### src/rtl/int_mul_iter_param.sv
// Iterative shift-and-add integer multiplier with a val/rdy request/response handshake.
// Returns the low p_nbits of a*b, retiring one multiplier bit per cycle, with optional early termination.
module int_mul_iter_param #(
    parameter int p_nbits      = 32,
    parameter int p_early_exit = 1
) (
    input  logic                   clk_i,
    input  logic                   reset_i,
    input  logic                   req_val_i,
    output logic                   req_rdy_o,
    input  logic [2*p_nbits-1:0]   req_msg_i,
    output logic                   resp_val_o,
    input  logic                   resp_rdy_i,
    output logic [p_nbits-1:0]     resp_msg_o
);

    localparam int CW = $clog2(p_nbits) + 1;
    localparam logic [CW-1:0] LAST = CW'(p_nbits - 1);

    typedef enum logic [1:0] {S_IDLE, S_CALC, S_DONE} state_t;

    state_t               state_q, state_d;
    logic [p_nbits-1:0]   a_q, a_d;
    logic [p_nbits-1:0]   b_q, b_d;
    logic [p_nbits-1:0]   res_q, res_d;
    logic [CW-1:0]        cnt_q, cnt_d;
    logic [p_nbits-1:0]   b_shr;
    logic                 calc_end;

    always_ff @(posedge clk_i) begin
        if (reset_i) begin
            state_q <= S_IDLE;
            a_q     <= '0;
            b_q     <= '0;
            res_q   <= '0;
            cnt_q   <= '0;
        end else begin
            state_q <= state_d;
            a_q     <= a_d;
            b_q     <= b_d;
            res_q   <= res_d;
            cnt_q   <= cnt_d;
        end
    end

    // Early exit fires once no set multiplier bits remain after this cycle's shift.
    assign b_shr    = b_q >> 1;
    assign calc_end = (cnt_q == LAST) || ((p_early_exit != 0) && (b_shr == '0));

    always_comb begin
        state_d    = state_q;
        a_d        = a_q;
        b_d        = b_q;
        res_d      = res_q;
        cnt_d      = cnt_q;
        req_rdy_o  = 1'b0;
        resp_val_o = 1'b0;
        case (state_q)
            S_IDLE: begin
                req_rdy_o = 1'b1;
                if (req_val_i) begin
                    a_d     = req_msg_i[2*p_nbits-1:p_nbits];
                    b_d     = req_msg_i[p_nbits-1:0];
                    res_d   = '0;
                    cnt_d   = '0;
                    state_d = S_CALC;
                end
            end
            S_CALC: begin
                if (b_q[0]) res_d = res_q + a_q;
                a_d   = a_q << 1;
                b_d   = b_shr;
                cnt_d = cnt_q + CW'(1);
                if (calc_end) state_d = S_DONE;
            end
            S_DONE: begin
                resp_val_o = 1'b1;
                if (resp_rdy_i) state_d = S_IDLE;
            end
            default: state_d = S_IDLE;
        endcase
    end

    assign resp_msg_o = res_q;

endmodule

### config.mk
export PLATFORM = sky130hd
export DESIGN_NAME = int_mul_iter_param
export DESIGN_NICKNAME = d
export VERILOG_FILES = /design/src/rtl/int_mul_iter_param.sv
export SDC_FILE = /design/constraint.sdc
export NUM_CORES = 1
export LEC_CHECK = 0
export BUFFER_PORTS_ARGS = -buffer_cell sky130_fd_sc_hd__buf_2
export CORE_ASPECT_RATIO = 1.2
export CORE_MARGIN = 1
export CORE_UTILIZATION = 57
export CTS_CLUSTER_SIZE = 14
export DETAILED_ROUTE_END_ITERATION = 12
export GPL_TIMING_DRIVEN = 1
export HOLD_SLACK_MARGIN = 0.15
export PLACE_DENSITY = 0.77
export SYNTH_ARGS = -nofsm -noshare
export SYNTH_HDL_FRONTEND = slang
export SYNTH_SLANG_ARGS = --single-unit
### constraint.sdc
create_clock -name clk_i -period 3.4 [get_ports clk_i]
set_input_delay 0.51 -clock clk_i [delete_from_list [all_inputs] [get_ports clk_i]]
set_output_delay 0.51 -clock clk_i [all_outputs]
set_load 0.01 [all_outputs]
# Word level (Yosys, flattened, before mapping)
# Cells that the tools add are included.
[totals]
ff_bits = 104
inputBits = 68
elab_cells = 36
out_inout_bits = 34
[op_classes]
reduce_logical = 7
muxes = 15
eq_ne = 7
add_sub_neg = 2
[op_table]
columns = ["op", "count"]
rows = [
  ["case mux 32 bit (2 select lines)", 3],
  ["2-to-1 mux 32 bit", 4],
  ["adder 32 bit", 1],
  ["zero test 32 bit", 1],
  ["case mux 6 bit (2 select lines)", 1],
  ["inequality test 2 bit, second input constant", 4],
  ["adder 6 x 1 -> 6 bit, second input constant", 1],
  ["equality test 6 x 5 -> 1 bit, second input constant", 1],
  ["2-to-1 mux 2 bit", 3],
  ["2-to-1 mux 6 bit", 1],
  ["case mux 2 bit (3 select lines)", 1],
  ["AND reduction 3 bit", 2],
  ["equality test 2 x 1 -> 1 bit, second input constant", 1],
  ["equality test 2 bit, second input constant", 1],
  ["zero test 2 bit", 1],
  ["2-to-1 mux 1 bit", 2],
  ["AND reduction 2 bit", 1],
  ["nonzero test 2 bit", 1],
  ["logical OR 1 bit", 1],
]

# Logic depth before layout (Yosys ltp)
# Gate-level depths: netlist (run 1).
[logic_depth]
ltp_word = 4
ltp_mapped = 12
depth_no_buf = 12

# Worst setup path before layout (run 1)
# OpenSTA, ideal clock, no wires.
[synth_timing]
path_type = "reg2reg"
startpoint = "register res_q[0] (netlist: resp_msg_o[0])"
endpoint = "register res_q[30] (netlist: resp_msg_o[30])"
arrival_ns = 2.481
slack_ns = 0.802
synth_period_minus_slack_ns = 2.598
required_ns = 3.283
setup_ns = 0.117
n_path_buf = 0
path_stages_with_launch = 13
cell_sequence = "dfxtp_1 ha_1 inv_1 fa_1 nor2b_1 o31a_1 a221o_1 a211oi_2 o221a_2 o221ai_2 a21oi_2 xnor2_1 a22o_1"
[synth_via]
elab_chain_len = 3
[synth_rtl]
columns = ["element", "line", "source"]
rows = [
  ["start, declared", "25", "logic [p_nbits-1:0] res_q, res_d;"],
  ["start signal, assigned", "41", "res_q <= res_d;"],
  ["adder 32 bit", "70", "if (b_q[0]) res_d = res_q + a_q;"],
  ["2-to-1 mux 32 bit", "70", ""],
  ["case mux 32 bit (2 select lines)", "58", "case (state_q)"],
]
# No other way between the ends. The select of a mux whose other input is x is not followed.
# A chain may end at the register's enable or synchronous reset.

# Worst setup path after layout (run 1)
# Same ends and word-level chain as after synthesis.

==> run_results.csv, run 1 <==
group,metric,value,unit
yosys,ys_seq_area_share,33.6,%
route,wl,15900,µm
route,first_iter_violations,285,
yosys,avgSynthCellArea,7.25,µm²
final_layout,nets,1016,
floorplanning,die_w,97.1,µm
yosys,yosysTopAreaCell,"dfxtp_1",
floorplanning,die-area,11300,µm²
route,vias_per_cell,5.80,
critical_path,end_kind,"flop",
sta,finalMaxSlewViolations,0,
global_routing,grt_pass1_vias,5672,
sta,rsz0062_at_grt,"false",
global_routing,antenna_found_initial,0,
critical_path,worstPathArrival,3.14,ns
critical_path,cp.required,3.65,ns
critical_path,critPathKind,"reg2reg",
power,cellLeakagePower,3.31,nW
sta,worst_slew_pin_slew,0.711,ns
global_routing,overflow,0,
clock_network,clock_latency,0.35,ns
final_layout,final_area,7060,µm²
yosys,synth_cells,854,
sta,relSlewSlack,52.6,%
clock_network,clk_path_buf_depth,2,
yosys,synth_edf_count,0,
final_layout,syn_to_final_growth,14.0,%
route,drtAntennaViolNets,0,
yosys,ys_warn_count,0,
sta,hold_violations,0,
global_routing,grt_use_total,28.2,%
sta,period_needed,2.90,ns
route,wire_per_inst,15.2,µm
power,peakVddDrop,0.240,mV
floorplanning,coreArea,10500,µm²
clock_network,clk_pin_slew,0.07,ns
route,num_vias,6085,
place,io_buffer_count,101,
yosys,yosys-top-cells-count,"nor2_1, dfxtp_1, a21oi_1, nor2b_1, nor3_1",
critical_path,slowest_stage,"a221o_1",
critical_path,startpoint_type,"flop",
final_layout,layout-drive-gt1-share,14.7,%
final_layout,final_cell_count_no_fill,1049,
sta,setup_viol,0,
clock_network,ctsHoldBuffers,0,
clock_network,post_cts_buffers,0,
sta,tns,0,ns
critical_path,worstPathMaxFanout,4,
yosys,ys_async_sr_fraction,0,%
place,dp_hpwl,11000,µm
yosys,synth_ff_type,"dfxtp_1",
floorplanning,initial_core_util,58.9,%
sta,fmax,345,MHz
clock_network,cts_tree,"done",
floorplanning,die_h,116,µm
place,gp_congestion,0.935,
outcome,run_status,"complete, no violations",
sta,fin_skew,0.00495,ns
global_routing,grt_pass1_wl,26300,µm
floorplanning,rows,41,
place,post_dp_cell_area,6740,µm²
power,power.density,471,nW/µm²
clock_network,cts_sinks,104,
critical_path,crit_buf_inv,1,
route,post-route-drc-count,0,
critical_path,worstPathCellList,"ha_1, inv_1, fa_1, nor2b_1, o31a_1, a221o_1, a211oi_2, o221a_2, o221ai_2, a21oi_2, xnor2_1, a22o_1",
yosys,synth_area_leaders,"dfxtp_1, nor2_1, a21oi_1",
route,dr.pass1.iters,5,
yosys,yosysMostFrequentCell,"nor2_1",
final_layout,n_antenna_cell,0,
place,placed_cells,1033,
global_routing,grt_max_degree,69,
yosys,yosysUniqueCellTypes,48,
job,maxCapViolCount,0,
clock_network,clockRootBuffer,"clkbuf_16",
power,total_power,3.32,mW
clock_network,cts_buffers,9,
yosys,synth.net_count,955,
yosys,netlist_area,6190,µm²
final_layout,final.fill_count,930,
clock_network,cts_resized,0,
sta,period_share,85.2,%
worst_hold_path,hp-class,"in2reg",
floorplanning,ios,102,
critical_path,worst_path_dominant_cell_family,"compound AO/OA/AOI/OAI gates",
yosys,synth.top_cell.area_share,33.6,%
critical_path,slowest_delay,0.38,ns
clock_network,htreeDepth,3,
yosys,ys_ff_latch,104,
## state kept, by name, summed over array words and instances (netlist names)
signal,flops
a_q,32
b_q,32
cnt_q,6
resp_msg_o,32
state_q,2
## worst min-delay path, delay by kind of cell
family	cells	cell delay (ns)
buf+inv	1	0.08
simple gates	1	0.08
compound gates	1	0.08
## final timing paths
kind         slack, ns  cells past startpoint             end           from
max reg2reg       0.50                     12  resp_msg_o[30]  resp_msg_o[0]
max               0.50                     12  resp_msg_o[30]  resp_msg_o[0]
min               0.42                      3          a_q[0]  req_msg_i[32]
min reg2reg       0.49                      2         a_q[30]        a_q[30]
## routing by layer
layer	wire (µm)	vias up	track usage [%]
met5	0	-	0
met4	330	0	10.9
met3	802	29	4.49
met2	8050	175	51.8
met1	6740	2834	33.1
li1	-	3047	-
## where the power goes
group	internal, mW	switching (mW)
Clock	0.646	0.484
Combinational	0.308	0.436
Sequential	1.33	0.120
Total	2.29	1.04
## stage by stage
step	util (%)	hold WS, ns	setup WS [ns]
2_1_floorplan	-	0.455	0.802
3_3_place_gp	64.1	0.474	0.639
3_5_place_dp	64.1	0.486	0.597
4_1_cts	67.1	0.421	0.537
5_1_grt	67.1	0.435	0.407
6_report	67.1	0.424	0.504
## final cells by class
type / count / area (µm²) / area share (%)
sequential: 104 / 2090 / 29.6
tap: 129 / 161 / 2.29
inverter: 19 / 71.3 / 1.01
clock buffer: 9 / 225 / 3.19
clock inverter: 7 / 93.8 / 1.33
multi-input combinational: 671 / 3820 / 54.1
timing repair buffer: 110 / 598 / 8.48
## cell usage in the layout, fill, tap and decap left out, types with 6 or more instances in the layout
cell       instances
dfxtp_1          102
nand3_1           10
ha_1              32
inv_1             19
nor2b_1           63
o21a_1             6
a21o_1            17
a22oi_1           13
buf_4              7
clkbuf_16          9
nand2b_1           6
nand4_1            9
buf_2            101
a21oi_1           93
xor2_1            10
nor2_1           225
xnor2_1           18
nand2_1           18
a211oi_1           8
o21ai_0           18
a22o_1            17
nor4_1             7
nor3_1            62
## logic make-up (layout without fill, tap and decap cells)
logic type               Yosys count  in the layout  synth area share [%]
flip-flops                       104            104                  33.6
AO/OA/AOI/OAI                    203            203                  21.0
XOR/XNOR                          28             28                  3.96
buffers and inverters             79            145                  4.79
adder cells (fa/ha/maj)           33             33                  6.79
AND/OR/NAND/NOR                  407            407                  29.8
No activity file was read; power rests on OpenSTA's default activity.
==> inputs of run 2 (changes only) <==
--- a/config.mk
+++ b/config.mk
@@ -6,7 +6,7 @@
 export NUM_CORES = 1
 export LEC_CHECK = 0
 export BUFFER_PORTS_ARGS = -buffer_cell sky130_fd_sc_hd__buf_2
-export CORE_ASPECT_RATIO = 1.2
+export CORE_ASPECT_RATIO = 1.4
 export CORE_MARGIN = 1
 export CORE_UTILIZATION = 57
 export CTS_CLUSTER_SIZE = 14
==> run 2 against run 1 <==
Global-route usage rose by 0.79 points; non-clock buffer count rose by 1; sequential power barely moved; highest routed layer unchanged.
==> run_results.csv, run 2 (same netlist as run 1, synthesis figures left out) <==
group,metric,value,unit
critical_path,cp.required,3.64,ns
final_layout,final_area,7010,µm²
power,power.density,450,nW/µm²
critical_path,critPathKind,"reg2reg",
power,peakVddDrop,0.271,mV
critical_path,worstPathMaxFanout,4,
final_layout,layout-drive-gt1-share,14.3,%
outcome,run_status,"complete, no violations",
sta,fin_skew,0.00646,ns
sta,period_share,83.6,%
critical_path,worstPathCellList,"ha_1, inv_1, fa_1, nor2b_1, o31a_1, a221o_1, a211oi_2, o221a_2, o221ai_2, a21oi_2, xnor2_1, a22o_1",
final_layout,final_common_cell,"nor2_1",
sta,worst_slew_pin_slew,0.930,ns
route,vias_per_cell,5.80,
clock_network,post_cts_buffers,0,
route,first_iter_violations,306,
power,total_power,3.15,mW
critical_path,slowest_delay,0.38,ns
place,gp_congestion,0.977,
final_layout,regArea,2090,µm²
final_layout,final_util,67.0,%
route,dr.pass1.iters,6,
final_layout,nets,1017,
route,num_vias,6147,
final_layout,n_antenna_cell,0,
job,maxCapViolCount,0,
clock_network,cts_buffers,9,
global_routing,grt_max_degree,87,
sta,finalMaxSlewViolations,0,
clock_network,ctsHoldBuffers,0,
clock_network,cts_sinks,104,
global_routing,overflow,0,
critical_path,end_kind,"flop",
floorplanning,coreArea,10500,µm²
final_layout,syn_to_final_growth,13.3,%
floorplanning,rows,44,
global_routing,grt_use_total,28.9,%
clock_network,htreeDepth,3,
clock_network,clock_latency,0.35,ns
clock_network,clk_pin_slew,0.06,ns
critical_path,worst_path_dominant_cell_family,"compound AO/OA/AOI/OAI gates",
floorplanning,die-area,11300,µm²
clock_network,cts_resized,0,
route,post-route-drc-count,0,
critical_path,crit_buf_inv,1,
power,cellLeakagePower,3.29,nW
critical_path,worstPathArrival,3.08,ns
final_layout,final.fill_count,930,
place,dp_hpwl,11100,µm
sta,fmax,352,MHz
global_routing,grt_pass1_vias,5940,
route,wl,16000,µm
floorplanning,initial_core_util,59.2,%
floorplanning,ios,102,
clock_network,cts_tree,"done",
sta,rsz0062_at_grt,"false",
final_layout,multi_input_area,3820,µm²
sta,setup_viol,0,
sta,relSlewSlack,38.0,%
route,wire_per_inst,15.1,µm
sta,tns,0,ns
route,drtAntennaViolNets,0,
floorplanning,die_w,90.1,µm
sta,hold_violations,0,
clock_network,clockRootBuffer,"clkbuf_16",
floorplanning,die_h,125,µm
place,post_dp_cell_area,6740,µm²
global_routing,grt_pass1_wl,27000,µm
clock_network,clk_path_buf_depth,2,
final_layout,layout_common_cells,"nor2_1, dfxtp_1, buf_2, a21oi_1, nor2b_1",
global_routing,antenna_found_initial,0,
worst_hold_path,hp-class,"in2reg",
place,io_buffer_count,101,
critical_path,startpoint_type,"flop",
critical_path,slowest_stage,"a221o_1",
sta,period_needed,2.84,ns
[run 2: layout make-up]
| type | instances | share of cell area, % |
|---|---|---|
| Multi-Input combinational cell | 671 | 54.5 |
| Clock inverter | 2 | 0.232 |
| Sequential cell | 104 | 29.8 |
| Tap cell | 138 | 2.46 |
| Inverter | 19 | 1.02 |
| Timing Repair Buffer | 111 | 8.46 |
| Clock buffer | 14 | 3.62 |
[run 2: through the flow]
step                      hold WS [ns]  worst slack, ns  std cells
after floorplan                  0.455            0.802        854
after global placement           0.474            0.641       1043
after detailed placement         0.481            0.592       1043
after CTS                        0.430            0.548       1059
after global routing             0.459            0.352       1059
final                            0.443            0.557       1059
[run 2: path summary, 6_finish.rpt]
check | slack, ns | cells after the start | from | to
max | 0.56 | 12 | resp_msg_o[0] | resp_msg_o[30]
min | 0.44 | 3 | req_msg_i[32] | a_q[0]
max reg2reg | 0.56 | 12 | resp_msg_o[0] | resp_msg_o[30]
min reg2reg | 0.49 | 2 | a_q[29] | a_q[29]
[run 2: report_power, final]
| group | switching (mW) | internal (mW) |
|---|---|---|
| Sequential | 0.115 | 1.33 |
| Clock | 0.432 | 0.519 |
| Combinational | 0.447 | 0.308 |
[run 2: metal layers]
| metal | track usage [%] | up-vias | share of wire (%) |
|---|---|---|---|
| li1 | - | 3064 | - |
| met1 | 33.2 | 2841 | 41 |
| met2 | 52.4 | 201 | 51 |
| met3 | 4.38 | 41 | 4.9 |
| met4 | 13.3 | 0 | 3.1 |
| met5 | 0 | - | 0 |
[run 2: worst register-to-register path, stage by stage (launching register included)]
cell      delay (ns)
dfxtp_1         0.32
ha_1            0.21
inv_1           0.07
fa_1            0.21
nor2b_1         0.07
o31a_1          0.26
a221o_1         0.38
a211oi_2        0.35
o221a_2         0.33
o221ai_2        0.12
a21oi_2         0.15
xnor2_1         0.07
a22o_1          0.19
